$ cat config.mk
export PLATFORM = sky130hd
export DESIGN_NAME = mem_ctrl_flat
export DESIGN_NICKNAME = d
export VERILOG_FILES = /design/src/rtl/cpu_pkg.sv /design/src/rtl/mem_ctrl_if.sv /design/src/rtl/mem_ctrl_ram.sv /design/src/rtl/mem_ctrl.sv /design/src/flat_wrapper.sv
export SDC_FILE = /design/constraint.sdc
export NUM_CORES = 1
export LEC_CHECK = 0
export ABC_AREA = 1
export CAP_MARGIN = 10
export CELL_PAD_IN_SITES_DETAIL_PLACEMENT = 1
export CELL_PAD_IN_SITES_GLOBAL_PLACEMENT = 1
export CORE_MARGIN = 2
export CORE_UTILIZATION = 45
export CTS_BUF_LIST = sky130_fd_sc_hd__clkbuf_2 sky130_fd_sc_hd__clkbuf_4 sky130_fd_sc_hd__clkbuf_8
export CTS_CLUSTER_DIAMETER = 150
export DETAILED_ROUTE_END_ITERATION = 12
export PLACE_DENSITY = 0.83
export SLEW_MARGIN = 20
export SYNTH_ARGS = -nofsm -noshare
export SYNTH_HDL_FRONTEND = slang
export SYNTH_HIERARCHICAL = 1
export SYNTH_SLANG_ARGS = --single-unit
$ cat constraint.sdc
create_clock -name clock -period 5.1 [get_ports clock]
set_input_delay 1.02 -clock clock [delete_from_list [all_inputs] [get_ports clock]]
set_output_delay 1.02 -clock clock [all_outputs]
set_load 0.01 [all_outputs]
$ cat src/rtl/cpu_pkg.sv
// Shared types and constants for the memory-side stage of the CPU.
// MMIO_ADDR is the top word, which becomes the output register when MEM_CTRL_MMIO_OUT_EN is defined.
package cpu_pkg;
   localparam int WORD_W = 8;
   localparam int ADDR_W = 5;
   localparam logic [ADDR_W-1:0] MMIO_ADDR = {ADDR_W{1'b1}};

   typedef enum logic [1:0] {IDLE, WAIT, DONE} mem_state_t;
endpackage

$ cat src/rtl/mem_ctrl_if.sv
// Sequencer <-> memory stage bundle: register load strobes, access strobes and the returned bus values.
interface mem_ctrl_if #(
   parameter int WORD_W = cpu_pkg::WORD_W,
   parameter int ADDR_W = cpu_pkg::ADDR_W
);
   logic [WORD_W-1:0] sysbus;
   logic              load_MAR;
   logic              load_MDR;
   logic              MDR_bus;
   logic              CS;
   logic              R_NW;
   logic [WORD_W-1:0] mdr_drive;
   logic [WORD_W-1:0] mdr_q;
   logic [ADDR_W-1:0] mar_q;
   logic              mem_ready;
   logic [WORD_W-1:0] out_port;

   modport master (output sysbus, load_MAR, load_MDR, MDR_bus, CS, R_NW,
                   input  mdr_drive, mdr_q, mar_q, mem_ready, out_port);
   modport slave  (input  sysbus, load_MAR, load_MDR, MDR_bus, CS, R_NW,
                   output mdr_drive, mdr_q, mar_q, mem_ready, out_port);
endinterface

$ cat src/rtl/mem_ctrl_ram.sv
// Word-addressed single-port RAM with a registered read port; contents are never reset.
module mem_ctrl_ram #(
   parameter int WORD_W = 8,
   parameter int ADDR_W = 5
) (
   input  logic              clock,
   input  logic              we,
   input  logic [ADDR_W-1:0] addr,
   input  logic [WORD_W-1:0] wdata,
   output logic [WORD_W-1:0] rdata
);
   logic [WORD_W-1:0] mem [2**ADDR_W];

   always_ff @(posedge clock) begin
      if (we) mem[addr] <= wdata;
      rdata <= mem[addr];
   end
endmodule

$ cat src/rtl/mem_ctrl.sv
// Memory stage: MAR/MDR, wait-state FSM and RAM. Optional macro MEM_CTRL_MMIO_OUT_EN maps the
// top address to out_port instead of RAM.
module mem_ctrl
   import cpu_pkg::*;
#(
   parameter int WORD_W      = cpu_pkg::WORD_W,
   parameter int ADDR_W      = cpu_pkg::ADDR_W,
   parameter int WAIT_STATES = 0
) (
   input logic        clock,
   input logic        n_reset,
   mem_ctrl_if.slave  bus
);
   localparam logic [3:0] CNT_INIT = (WAIT_STATES > 0) ? 4'(WAIT_STATES - 1) : 4'd0;

   mem_state_t        state;
   logic [3:0]        cnt;
   logic [ADDR_W-1:0] mar, acc_addr, addr;
   logic              acc_rnw, rnw;
   logic [WORD_W-1:0] mdr_r, mdr_eff, rdata;
   logic              rd_sel;
   logic              done, rd_done, wr_done, mmio_hit;

   // Completion with zero wait states happens straight out of IDLE; otherwise only in DONE,
   // which replays the address/direction captured when the access started.
   assign done    = n_reset && ((state == IDLE && bus.CS && WAIT_STATES == 0) || state == DONE);
   assign addr    = (state == DONE) ? acc_addr : mar;
   assign rnw     = (state == DONE) ? acc_rnw  : bus.R_NW;
   assign rd_done = done && rnw;
   assign wr_done = done && !rnw;

   // RAM read data lands in rdata one edge after completion; rd_sel exposes it as the MDR
   // for that cycle and the next edge folds it into mdr_r.
   assign mdr_eff = rd_sel ? rdata : mdr_r;

`ifdef MEM_CTRL_MMIO_OUT_EN
   logic [WORD_W-1:0] out_r;
   assign mmio_hit     = (addr == ADDR_W'(MMIO_ADDR));
   assign bus.out_port = out_r;
`else
   assign mmio_hit     = 1'b0;
   assign bus.out_port = '0;
`endif

   mem_ctrl_ram #(.WORD_W(WORD_W), .ADDR_W(ADDR_W)) u_ram (
      .clock (clock),
      .we    (wr_done && !mmio_hit),
      .addr  (addr),
      .wdata (mdr_eff),
      .rdata (rdata)
   );

   always_ff @(posedge clock or negedge n_reset) begin
      if (!n_reset) begin
         state    <= IDLE;
         cnt      <= '0;
         mar      <= '0;
         mdr_r    <= '0;
         rd_sel   <= 1'b0;
         acc_addr <= '0;
         acc_rnw  <= 1'b0;
`ifdef MEM_CTRL_MMIO_OUT_EN
         out_r    <= '0;
`endif
      end else begin
         if (bus.load_MAR) mar <= bus.sysbus[ADDR_W-1:0];

         rd_sel <= rd_done && !mmio_hit;
         if (rd_done) begin
`ifdef MEM_CTRL_MMIO_OUT_EN
            if (mmio_hit) mdr_r <= out_r;
`endif
         end else if (bus.load_MDR) begin
            mdr_r <= bus.sysbus;
         end else if (rd_sel) begin
            mdr_r <= rdata;
         end

`ifdef MEM_CTRL_MMIO_OUT_EN
         if (wr_done && mmio_hit) out_r <= mdr_eff;
`endif

         case (state)
            IDLE: if (bus.CS && WAIT_STATES != 0) begin
               cnt      <= CNT_INIT;
               acc_addr <= mar;
               acc_rnw  <= bus.R_NW;
               state    <= WAIT;
            end
            WAIT: begin
               if (!bus.CS)        state <= IDLE;
               else if (cnt == '0) state <= DONE;
               else                cnt   <= cnt - 4'd1;
            end
            DONE:    state <= IDLE;
            default: state <= IDLE;
         endcase
      end
   end

   assign bus.mem_ready = done;
   assign bus.mdr_q     = mdr_eff;
   assign bus.mar_q     = mar;
   assign bus.mdr_drive = bus.MDR_bus ? mdr_eff : '0;
endmodule

$ cat src/flat_wrapper.sv
// flat-port wrapper written by rule: the top's interface ports become plain ports
module mem_ctrl_flat import cpu_pkg::*;
#(
   parameter int WORD_W      = cpu_pkg::WORD_W,
   parameter int ADDR_W      = cpu_pkg::ADDR_W,
   parameter int WAIT_STATES = 0
)
  (clock, n_reset, bus_sysbus, bus_load_MAR, bus_load_MDR, bus_MDR_bus, bus_CS, bus_R_NW, bus_mdr_drive, bus_mdr_q, bus_mar_q, bus_mem_ready, bus_out_port);
  mem_ctrl_if #(.WORD_W(WORD_W), .ADDR_W(ADDR_W)) bus_i ();
  input logic clock;
  input logic n_reset;
  input wire logic [$bits(bus_i.sysbus)-1:0] bus_sysbus;
  input wire logic [$bits(bus_i.load_MAR)-1:0] bus_load_MAR;
  input wire logic [$bits(bus_i.load_MDR)-1:0] bus_load_MDR;
  input wire logic [$bits(bus_i.MDR_bus)-1:0] bus_MDR_bus;
  input wire logic [$bits(bus_i.CS)-1:0] bus_CS;
  input wire logic [$bits(bus_i.R_NW)-1:0] bus_R_NW;
  output wire logic [$bits(bus_i.mdr_drive)-1:0] bus_mdr_drive;
  output wire logic [$bits(bus_i.mdr_q)-1:0] bus_mdr_q;
  output wire logic [$bits(bus_i.mar_q)-1:0] bus_mar_q;
  output wire logic [$bits(bus_i.mem_ready)-1:0] bus_mem_ready;
  output wire logic [$bits(bus_i.out_port)-1:0] bus_out_port;
  assign bus_i.sysbus = bus_sysbus;
  assign bus_i.load_MAR = bus_load_MAR;
  assign bus_i.load_MDR = bus_load_MDR;
  assign bus_i.MDR_bus = bus_MDR_bus;
  assign bus_i.CS = bus_CS;
  assign bus_i.R_NW = bus_R_NW;
  assign bus_mdr_drive = bus_i.mdr_drive;
  assign bus_mdr_q = bus_i.mdr_q;
  assign bus_mar_q = bus_i.mar_q;
  assign bus_mem_ready = bus_i.mem_ready;
  assign bus_out_port = bus_i.out_port;
  mem_ctrl #(.WORD_W(WORD_W), .ADDR_W(ADDR_W), .WAIT_STATES(WAIT_STATES)) u_core (.clock(clock), .n_reset(n_reset), .bus(bus_i));
endmodule
### Word-level counts from Yosys, hierarchy flattened

Memory sizes are Yosys's and may differ from the RTL's. A register that Yosys moved wholly into a read port is not among the register bits.
Cells that the tools add are included.
Widths: inputs -> output; s select.

| operators by class | value |
|---|---|
| shifts and indexed selects | 0 |
| bitwise operators | 2 |
| mux-type cells | 10 |
| multiply operators | 0 |
| $lt $le $gt $ge | 0 |
| div/mod/pow operators | 0 |
| add/subtract/negate cells | 1 |
| equality and inequality tests | 3 |
| reduce and logical (&&, ||, !) cells | 10 |

Operators by type and width:

| kind | number |
|---|---|
| $mux 8 | 3 |
| $mux 5 | 1 |
| $logic_and 1x1->1 | 4 |
| $logic_not 4->1 | 1 |
| $mux 2 | 2 |
| $pmux 2 s2 | 1 |
| $sub 4x1->4 const B | 1 |
| $mux 1 | 3 |
| $ne 3x2->1 const B | 1 |
| $reduce_and 3->1 | 1 |
| $eq 2x1->1 const B | 1 |
| $eq 2x2->1 const B | 1 |
| $logic_not 2->1 | 1 |
| $not 1->1 | 2 |
| $reduce_and 2->1 | 1 |
| $logic_not 1->1 | 1 |
| $logic_or 1x1->1 | 1 |

| storage, ports and cells | value |
|---|---|
| memory bits (writable) | 256 |
| latch bits | 0 |
| word-level logic and storage cells | 32 |
| bits of input ports | 15 |
| register bits | 20 |
| memories kept | 1 |
| output and inout port bits | 30 |
| ROM bits | 0 |

Memory list:

| memory | depth | width | rd ports | clocked after memory_dff | wr ports | line | text |
|---|---|---|---|---|---|---|---|
| u_core.u_ram.mem | 32 | 8 | 1 | 1 | 1 | mem_ctrl_ram.sv:12 | `logic [WORD_W-1:0] mem [2**ADDR_W];` |

### Logic depth before layout (Yosys ltp)

Gate-level depths: netlist of the first run.

| logic depth | value |
|---|---|
| word-level depth | 7 |
| depth in mapped cells | 12 |
| depth with buffers taken out | 9 |

### By module

Netlist of the first run, hierarchy kept.

Modules (own cells, without submodules):

| module | instances | cells an instance | area an instance (um2) | sequential area each (um2) |
|---|---|---|---|---|
| mem_ctrl_ram | 1 | 1,063 | 10,988.0 | 7,847.5 |
| mem_ctrl | 1 | 140 | 942.2 | 350.3 |

### Worst setup path before layout of the first run

OpenSTA, ideal clock, no wires.

| timing | value |
|---|---|
| path type | input-to-output |
| start | in bus_MDR_bus |
| end | out bus_mdr_drive[0] |
| slack | 2.766 ns |
| data arrival time | 1.314 ns |
| stages | 2 |
| path buffers | 0 |
| path through | inv_1 a21oi_1 |

| between the ends | value |
|---|---|
| word-level cells in the longest chain between the ends | 1 |

Ends and longest elaborated chain:

| item | line | text |
|---|---|---|
| from (decl) | flat_wrapper.sv:15 | `input wire logic [$bits(bus_i.MDR_bus)-1:0] bus_MDR_bus;` |
| $mux 8 | mem_ctrl.sv:104 | `assign bus.mdr_drive = bus.MDR_bus ? mdr_eff : '0;` |
| to (decl) | flat_wrapper.sv:18 | `output wire logic [$bits(bus_i.mdr_drive)-1:0] bus_mdr_drive;` |

Every way passes these cells.

### Worst setup path in the final report of the first run

| timing | value |
|---|---|
| start | reg u_core.mar[0], in the netlist u_core/bus.mar_q[0] |
| end | out bus_mar_q[0] |

RTL lines:

| item | line | text |
|---|---|---|
| from (decl) | mem_ctrl.sv:18 | `logic [ADDR_W-1:0] mar, acc_addr, addr;` |
| from (signal assigned) | mem_ctrl.sv:66 | `if (bus.load_MAR) mar <= bus.sysbus[ADDR_W-1:0];` |
| to (decl) | flat_wrapper.sv:20 | `output wire logic [$bits(bus_i.mar_q)-1:0] bus_mar_q;` |

No word-level cell between the ends.

==> out/metrics.yaml, run 1 <==
critPathKind: "flip-flop to output port"
p_clk_frac: 0.362
ys_seq_elements: 278
synth.distinct_cells: 19
setup_tns_ns: 0
dr.pass1.iters: 5
ir_drop_mv: 0.2626
internal_power_w: 0.003735
syn2layout_area_growth_pct: 11.89
syn_inst: 1203
hpwl_um: 20880
placementRows: 59
yosysSeqAreaShare: 0.6872
initial_utilization: 0.4578
crit_path_start_kind: "flip-flop"
max_slew_margin: 0.3342
whs_endpoint: "u_core/mdr_r[0]"
cts_sinks: 278
route.vias.total: 8399
grt.total_usage: 0.2403
finalClockSkew_ns: 0.03431
drive_above_1_share: 0.08977
wl_per_cell_um: 20.30
p_total_w: 0.005072
reg2reg_from: "u_core/bus.mar_q[1]"
fp.dieH_um: 166.8
hp-start: "u_core/mdr_r[0]"
r2r_cells: 3
syn_area_um2: 11930
arrival_ns: 2.76
portBuffers: 36
seqPwrFrac: 0.519
worst_pin_slew_ns: 0.9988
gp_congestion: 0.7990
drt-initial-drc-count: 821
combPwrFrac: 0.119
p_sw_w: 0.001338
nets: 1263
power_density_nw_per_um2: 380.0
wl_um: 32850
cts_tree: "yes"
yosysTopAreaCell: "edfxtp_1"
leakage_nw: 5.638
grt_max_degree: 99
final_common_cell: "nand2_1"
cts_inserted_buffers: 44
die_area_um2: 27830
rsz0062_at_grt: "no"
grt-ovfl-total: 0
clockBufferDepth: 3
final_cell_mix: "737 x nand2_1, 256 x edfxtp_1, 54 x nor2_1"
grt_pass1_vias: 8994
placed_area_um2: 12490
period_share: 0.7411
utilization: 0.5123
hold_buffers: 0
slew_viol_final: 0
filler_cell_count: 2883
status: "finished, final reports clean"
holdPathStages: 2
cts_resized: 0
vias_per_cell: 5.191
antenna_found_initial: 1
cp_max_fo: 98
hold_class: "flip-flop to flip-flop"
yosys_warnings: 18
drc: 0
grt_pass1_wl_um: 50800
finalCriticalPeriod_ns: 3.779
max-cap-violations: 0
ys_top_cells_by_area: "edfxtp_1 64%, nand2_1 23%, dfrtp_1 2.9%, nor2_1 1.7%, dfxtp_1 1.3%"
syn_area_per_cell_um2: 9.917
drtAntennaViolNets: 0
fmax_mhz: 264.6
worstReg2RegEnd: "u_core/u_ram/mem[2][3]"
switching_share: 0.2637
core_um2: 26060
cp.required_ns: 4.08
path_clk_slew_ns: 0.06
synth_top_area_frac: 0.6444
ios: 45
post_cts_buffers: 0
rrSetupSlack_ns: 1.94
finalSetupViolCount: 0
hold_violations: 0
die_w_um: 166.8
htree_num_levels: 2
clock_latency_ns: 0.57
fin_area_um2: 13350
cts_root_buffer: "clkbuf_8"
endpoint_kind: "output port"
-- critical path, stage by stage, from the launching register on --
cell and delay, ns:
dfrtp_4 0.68, buf_4 0.81, clkdlybuf4s50_1 0.70
-- flip-flops by register name, indices dropped and copies added (netlist names) --
register,cells
u_core/bus.mar_q,5
u_core/u_ram/mem,256
u_core/mdr_r,8
u_core/u_ram/rdata,8
u_core/rd_sel,1
-- kinds of logic after synthesis --
group | share of synthesized area
AOI/OAI and AO/OA | 0.005453
buffers and inverters | 0.04080
DFF | 0.6872
other | 0.0003143
and+or+nand+nor | 0.2663
-- cell type report --
| cell class | instances | area (um^2) | area share |
|---|---|---|---|
| multi-input cells | 841 | 3272 | 0.2451 |
| repair buffers | 49 | 457.9 | 0.03430 |
| well taps | 335 | 419.2 | 0.03140 |
| clock inverters | 18 | 117.6 | 0.008811 |
| inverters | 34 | 141.4 | 0.01059 |
| diodes | 2 | 5.005 | 0.0003749 |
| clock buffers | 61 | 733.2 | 0.05493 |
| flip-flops and latches | 278 | 8203 | 0.6145 |
-- routing by layer --
layer / GRT usage / share of wire / up-vias
met3: 0.03945 / 0.061 / 74
met5: 0 / 0 / -
met1: 0.3160 / 0.42 / 4115
met4: 0.09033 / 0.030 / 0
met2: 0.4031 / 0.48 / 267
li1: - / - / 3943
-- through the flow --
step	setup WS (ns)	cells	hold WS, ns
3_3_place_gp	1.268	1537	0.4818
4_1_cts	1.267	1616	0.5060
2_1_floorplan	2.766	1210	0.4685
3_5_place_dp	1.162	1537	0.4953
6_report	1.321	1618	0.5057
5_1_grt	1.160	1616	0.5481
-- power groups by stage --
stage / registers (W) / logic [W] / clock network, W
finish: 0.00263 / 0.000605 / 0.00183
global route: 0.00264 / 0.000664 / 0.00196
CTS: 0.00263 / 0.000604 / 0.00187
detailed placement: 0.00268 / 0.000598 / 0
global placement: 0.00268 / 0.000576 / 0
floorplan: 0.00266 / 0.000358 / 0
-- cell usage after synthesis, drive strengths merged --
library cell,number
nand2,745
edfxtp,256
nor2,54
buf,49
inv,33
dfrtp,14
a21oi,13
nand3,13
clkbuf,8
dfxtp,8
nor3,8
clkinv,1
conb,1
-- worst max path at each step --
stage	depth (start not counted)	startpoint	slack [ns]	end
finish	2	u_core/bus.mar_q[0]	1.32	bus_mar_q[0]
global route	2	u_core/bus.mar_q[0]	1.16	bus_mar_q[0]
CTS	2	u_core/bus.mar_q[0]	1.27	bus_mar_q[0]
detailed placement	6	n_reset	1.16	u_core/u_ram/mem[0][3]
global placement	6	n_reset	1.27	u_core/u_ram/mem[2][1]
floorplan	2	bus_MDR_bus	2.77	bus_mdr_drive[0]
No activity file was read; power rests on OpenSTA's default activity.
==> inputs of run 2 (changes only) <==
--- a/config.mk
+++ b/config.mk
@@ -14,7 +14,7 @@
 export CTS_BUF_LIST = sky130_fd_sc_hd__clkbuf_2 sky130_fd_sc_hd__clkbuf_4 sky130_fd_sc_hd__clkbuf_8
 export CTS_CLUSTER_DIAMETER = 150
 export DETAILED_ROUTE_END_ITERATION = 12
-export PLACE_DENSITY = 0.83
+export PLACE_DENSITY = 0.86
 export SLEW_MARGIN = 20
 export SYNTH_ARGS = -nofsm -noshare
 export SYNTH_HDL_FRONTEND = slang
==> constraint.sdc (replaced) <==
create_clock -name clock -period 3.2 [get_ports clock]
set_input_delay 0.64 -clock clock [delete_from_list [all_inputs] [get_ports clock]]
set_output_delay 0.64 -clock clock [all_outputs]
set_load 0.01 [all_outputs]
==> out/metrics.yaml, run 2 (same netlist as run 1, synthesis figures left out) <==
power_density_nw_per_um2: 604.3
syn2layout_area_growth_pct: 12.89
grt_pass1_vias: 9334
max-cap-violations: 0
rsz0062_at_grt: "no"
grt_pass1_wl_um: 52760
dr.pass1.iters: 5
cp_max_fo: 9
status: "finished, final reports clean"
p_total_w: 0.008138
vias_per_cell: 5.278
fp.dieH_um: 166.8
die_area_um2: 27830
grt.total_usage: 0.2510
crit_path_start_kind: "flip-flop"
critPathKind: "flip-flop to output port"
hold_buffers: 0
fmax_mhz: 342.0
diodes: 0
placementRows: 59
gp_congestion: 0.8615
route.vias.total: 8635
wl_um: 34610
cts_resized: 0
cp.required_ns: 2.56
arrival_ns: 2.28
fin_cells: 1636
slew_viol_final: 0
period_share: 0.9138
post_cts_buffers: 0
wl_per_cell_um: 21.16
finalCriticalPeriod_ns: 2.924
final_cell_mix: "737 x nand2_1, 256 x edfxtp_1, 54 x nor2_1"
rrSetupSlack_ns: 0.61
setup_tns_ns: 0
clock_latency_ns: 0.57
cts_inserted_buffers: 46
ir_drop_mv: 0.4236
initial_utilization: 0.4578
drtAntennaViolNets: 0
hpwl_um: 21870
final_common_cell: "nand2_1"
htree_num_levels: 2
drt-initial-drc-count: 609
largest_register_ffs: 256
worst_pin_slew_ns: 0.8416
drive_above_1_share: 0.09839
die_w_um: 166.8
endpoint_kind: "output port"
ios: 45
grt-ovfl-total: 0
path_clk_slew_ns: 0.06
cts_tree: "yes"
drc: 0
antenna_found_initial: 1
cts_sinks: 278
cts_root_buffer: "clkbuf_8"
leakage_nw: 5.705
finalSetupViolCount: 0
max_slew_margin: 0.4389
portBuffers: 36
core_um2: 26060
grt_max_degree: 133
dp.cells: 1550
hold_violations: 0
hold_class: "flip-flop to flip-flop"
finalClockSkew_ns: 0.02399
reg_top3: "u_core/u_ram/mem: 256 flops, u_core/mdr_r: 8 flops, u_core/u_ram/rdata: 8 flops"
regMostFlops: "u_core/u_ram/mem"
nets: 1278
clockBufferDepth: 3
==> run 2: cell count changes in the layout (fill, tap and decap cells not counted), sizes merged <==
cell / delta
clkinvlp: +2
clkbuf: -2
buf: +13
inv: -1
bufinv: -1
diode: -2
clkinv: +9
==> run 2: layout make-up <==
type	instances	area, um^2
fillers	2901	12590
flip-flops and latches	278	8203
multi-input cells	841	3272
clock buffers	59	737.0
repair buffers	62	568.0
well taps	335	419.2
inverters	34	141.4
clock inverters	27	127.6
==> run 2: path summary, 6_finish.rpt <==
check / startpoint / endpoint / cells past startpoint
worst max-delay path: u_core/rd_sel / bus_mdr_q[2] / 3
worst min-delay path: u_core/mdr_r[2] / u_core/mdr_r[2] / 2
worst max register to register: u_core/bus.mar_q[1] / u_core/u_ram/mem[14][7] / 4
worst min register to register: u_core/mdr_r[2] / u_core/mdr_r[2] / 2
max in group asynchronous: n_reset / u_core/bus.mar_q[0] / 2
min in group asynchronous: n_reset / u_core/mdr_r[3] / 2
==> run 2: metal layers <==
metal | vias up | global-route usage | wire length (um)
li1 | 3978 | - | -
met1 | 4249 | 0.3121 | 13960
met2 | 302 | 0.4330 | 17140
met3 | 104 | 0.05228 | 2287
met4 | 2 | 0.09408 | 1208
met5 | - | 0 | 13
==> run 2: through the flow <==
step                area, um^2    util  hold WS [ns]  setup slack (ns)
floorplan                11960       -        0.3444             1.309
global placement         12600  0.4837        0.4824            0.2611
detailed placement       12600  0.4837        0.4897           0.09534
CTS                      13470  0.5168        0.5062            0.2337
global route             13470  0.5168        0.5149            0.1848
finish                   13470  0.5168        0.4995            0.2758
==> run 2: report_power, final <==
part	internal [W]	total, W	switching (W)
Combinational	0.000255	0.00101	0.000760
Clock	0.00152	0.00294	0.00143
Sequential	0.00413	0.00418	0.0000449
Total	0.00591	0.00814	0.00223
==> run 2: worst max-delay path: stages, from the launching register on <==
cell             delay (ns)
dfrtp_1                0.60
nand2_1                0.23
nand2_1                0.30
clkdlybuf4s50_1        0.60
==> inputs of run 3 (changes only) <==
--- a/config.mk
+++ b/config.mk
@@ -14,7 +14,7 @@
 export CTS_BUF_LIST = sky130_fd_sc_hd__clkbuf_2 sky130_fd_sc_hd__clkbuf_4 sky130_fd_sc_hd__clkbuf_8
 export CTS_CLUSTER_DIAMETER = 150
 export DETAILED_ROUTE_END_ITERATION = 12
-export PLACE_DENSITY = 0.86
+export PLACE_DENSITY = 0.83
 export SLEW_MARGIN = 20
 export SYNTH_ARGS = -nofsm -noshare
 export SYNTH_HDL_FRONTEND = slang
==> constraint.sdc (replaced) <==
create_clock -name clock -period 2.7 [get_ports clock]
set_input_delay 0.54 -clock clock [delete_from_list [all_inputs] [get_ports clock]]
set_output_delay 0.54 -clock clock [all_outputs]
set_load 0.01 [all_outputs]
==> out/metrics.yaml, run 3 (same netlist as run 1, synthesis figures left out) <==
syn2layout_area_growth_pct: 15.88
cts_inserted_buffers: 45
p_total_w: 0.009876
grt_max_degree: 68
finalCriticalPeriod_ns: 2.661
reg_top3: "u_core/u_ram/mem: 256 flops, u_core/mdr_r: 8 flops, u_core/u_ram/rdata: 8 flops"
vias_per_cell: 5.223
cts_root_buffer: "clkbuf_8"
fin_cells: 1666
grt_pass1_vias: 9211
grt_pass1_wl_um: 52900
multiInputGateArea_um2: 3287
filler_cell_count: 2907
initial_utilization: 0.4578
r2r_cells: 10
hold_buffers: 0
die_w_um: 166.8
gp_congestion: 0.8248
fin_area_um2: 13820
arrival_ns: 2.12
crit_family: "buffers and inverters"
antenna_found_initial: 1
die_area_um2: 27830
path_buf_inv: 2
path_clk_slew_ns: 0.07
setup_tns_ns: 0
grt.total_usage: 0.2504
hpwl_um: 21970
ios: 45
slowest_delay_ns: 0.60
utilization: 0.5305
fmax_mhz: 375.9
final_common_cell: "nand2_1"
cp.required_ns: 2.16
slew_viol_final: 0
drive_above_1_share: 0.1270
groute.layer.met2.usage: 0.4183
status: "finished, final reports clean"
placementRows: 59
clock_latency_ns: 0.59
leakage_nw: 5.927
hold_violations: 0
drc: 0
use_met1: 0.3325
htree_num_levels: 2
worst_pin_slew_ns: 0.7466
ir_drop_mv: 0.6472
cts_sinks: 278
hold_class: "primary input to async pin"
max_slew_margin: 0.5016
finalSetupViolCount: 0
worstReg2RegEnd: "u_core/u_ram/rdata[2]"
route.vias.total: 8701
regMostFlops: "u_core/u_ram/mem"
finalClockSkew_ns: 0.04261
regArea_um2: 8204
clockBufferDepth: 3
critPathKind: "flip-flop to output port"
period_share: 0.9854
dp.cells: 1586
cp_max_fo: 9
rrSetupSlack_ns: 0.48
drtAntennaViolNets: 0
grt-busiest-layer: "met2"
fp.dieH_um: 166.8
endpoint_kind: "output port"
wl_um: 34740
largest_register_ffs: 256
wl_per_cell_um: 20.85
met3_usage: 0.04111
portBuffers: 36
cts_tree: "yes"
core_um2: 26060
grt-ovfl-total: 0
crit_path_start_kind: "flip-flop"
drt-initial-drc-count: 790
reg2reg_from: "u_core/bus.mar_q[0]"
diodes: 0
rsz0062_at_grt: "no"
slowest_stage: "clkdlybuf4s50_1"
max-cap-violations: 0
power_density_nw_per_um2: 714.4
cp_cell_sequence: "inv_8, nand2_2, nand2_1, clkdlybuf4s50_1"
placed_area_um2: 12910
final_cell_mix: "731 x nand2_1, 256 x edfxtp_1, 57 x buf_4"
dr.pass1.iters: 5
nets: 1313
run 3: cell count changes in the layout (fill, tap and decap cells not counted), sizes merged:
| cell | change |
|---|---|
| clkbuf | +1 |
| clkinvlp | -2 |
| bufinv | +2 |
| buf | +36 |
| clkinv | -8 |
| inv | +1 |
run 3: cell type report:
type,count,share of cell area
Multi-Input combinational cell,841,0.2378
Clock inverter,20,0.01077
Tap cell,335,0.03032
Timing Repair Buffer,98,0.06363
Inverter,34,0.01023
Sequential cell,278,0.5934
Clock buffer,60,0.05385
run 3: stage by stage:
| stage | hold WS [ns] | setup WS, ns |
|---|---|---|
| after floorplan | 0.2444 | 0.8089 |
| after CTS | 0.4419 | 0.003712 |
| after detailed placement | 0.4920 | 0.1853 |
| after global routing | 0.4566 | 0.003046 |
| final | 0.4466 | 0.03941 |
| after global placement | 0.4829 | 0.2552 |
run 3: how the worst max path moves through the flow:
| stage | cells past startpoint | from | end | slack (ns) |
|---|---|---|---|---|
| after floorplan | 5 | u_core/bus.mar_q[2] | u_core/u_ram/mem[28][0] | 0.81 |
| after global placement | 7 | n_reset | u_core/u_ram/mem[9][6] | 0.26 |
| after detailed placement | 7 | n_reset | u_core/u_ram/mem[9][2] | 0.19 |
| after CTS | 4 | u_core/rd_sel | bus_mdr_q[4] | 0.004 |
| after global routing | 4 | u_core/rd_sel | bus_mdr_q[5] | 0.003 |
| final | 4 | u_core/rd_sel | bus_mdr_q[5] | 0.04 |
run 3: worst reg2reg max path, cell delays in order, from the launching register on:
cell and delay [ns]:
dfrtp_4 0.44, clkinv_2 0.38, buf_12 0.34, nand2_1 0.12, nand2_1 0.06, nand2_1 0.07, nand2_1 0.07, nand2_1 0.06
nand2_1 0.10, nor2_1 0.30, nand2_1 0.12
run 3: what timing repair did:
action,CTS,global route
gates resized for setup,3,5
pin swaps,0,0
hold endpoints to repair,0,0
setup endpoints to repair,9,5
setup buffers,0,0
run 3: report_power, final:
| part | switching [W] | internal, W |
|---|---|---|
| clock | 0.00169 | 0.00199 |
| sequential | 0.0000456 | 0.00490 |
| combinational | 0.000922 | 0.000325 |
run 3: routing by layer:
metal,wire (um),share of wire
met2,16720,0.48
met5,0,0
met1,14800,0.43
met4,1007,0.029
met3,2208,0.064
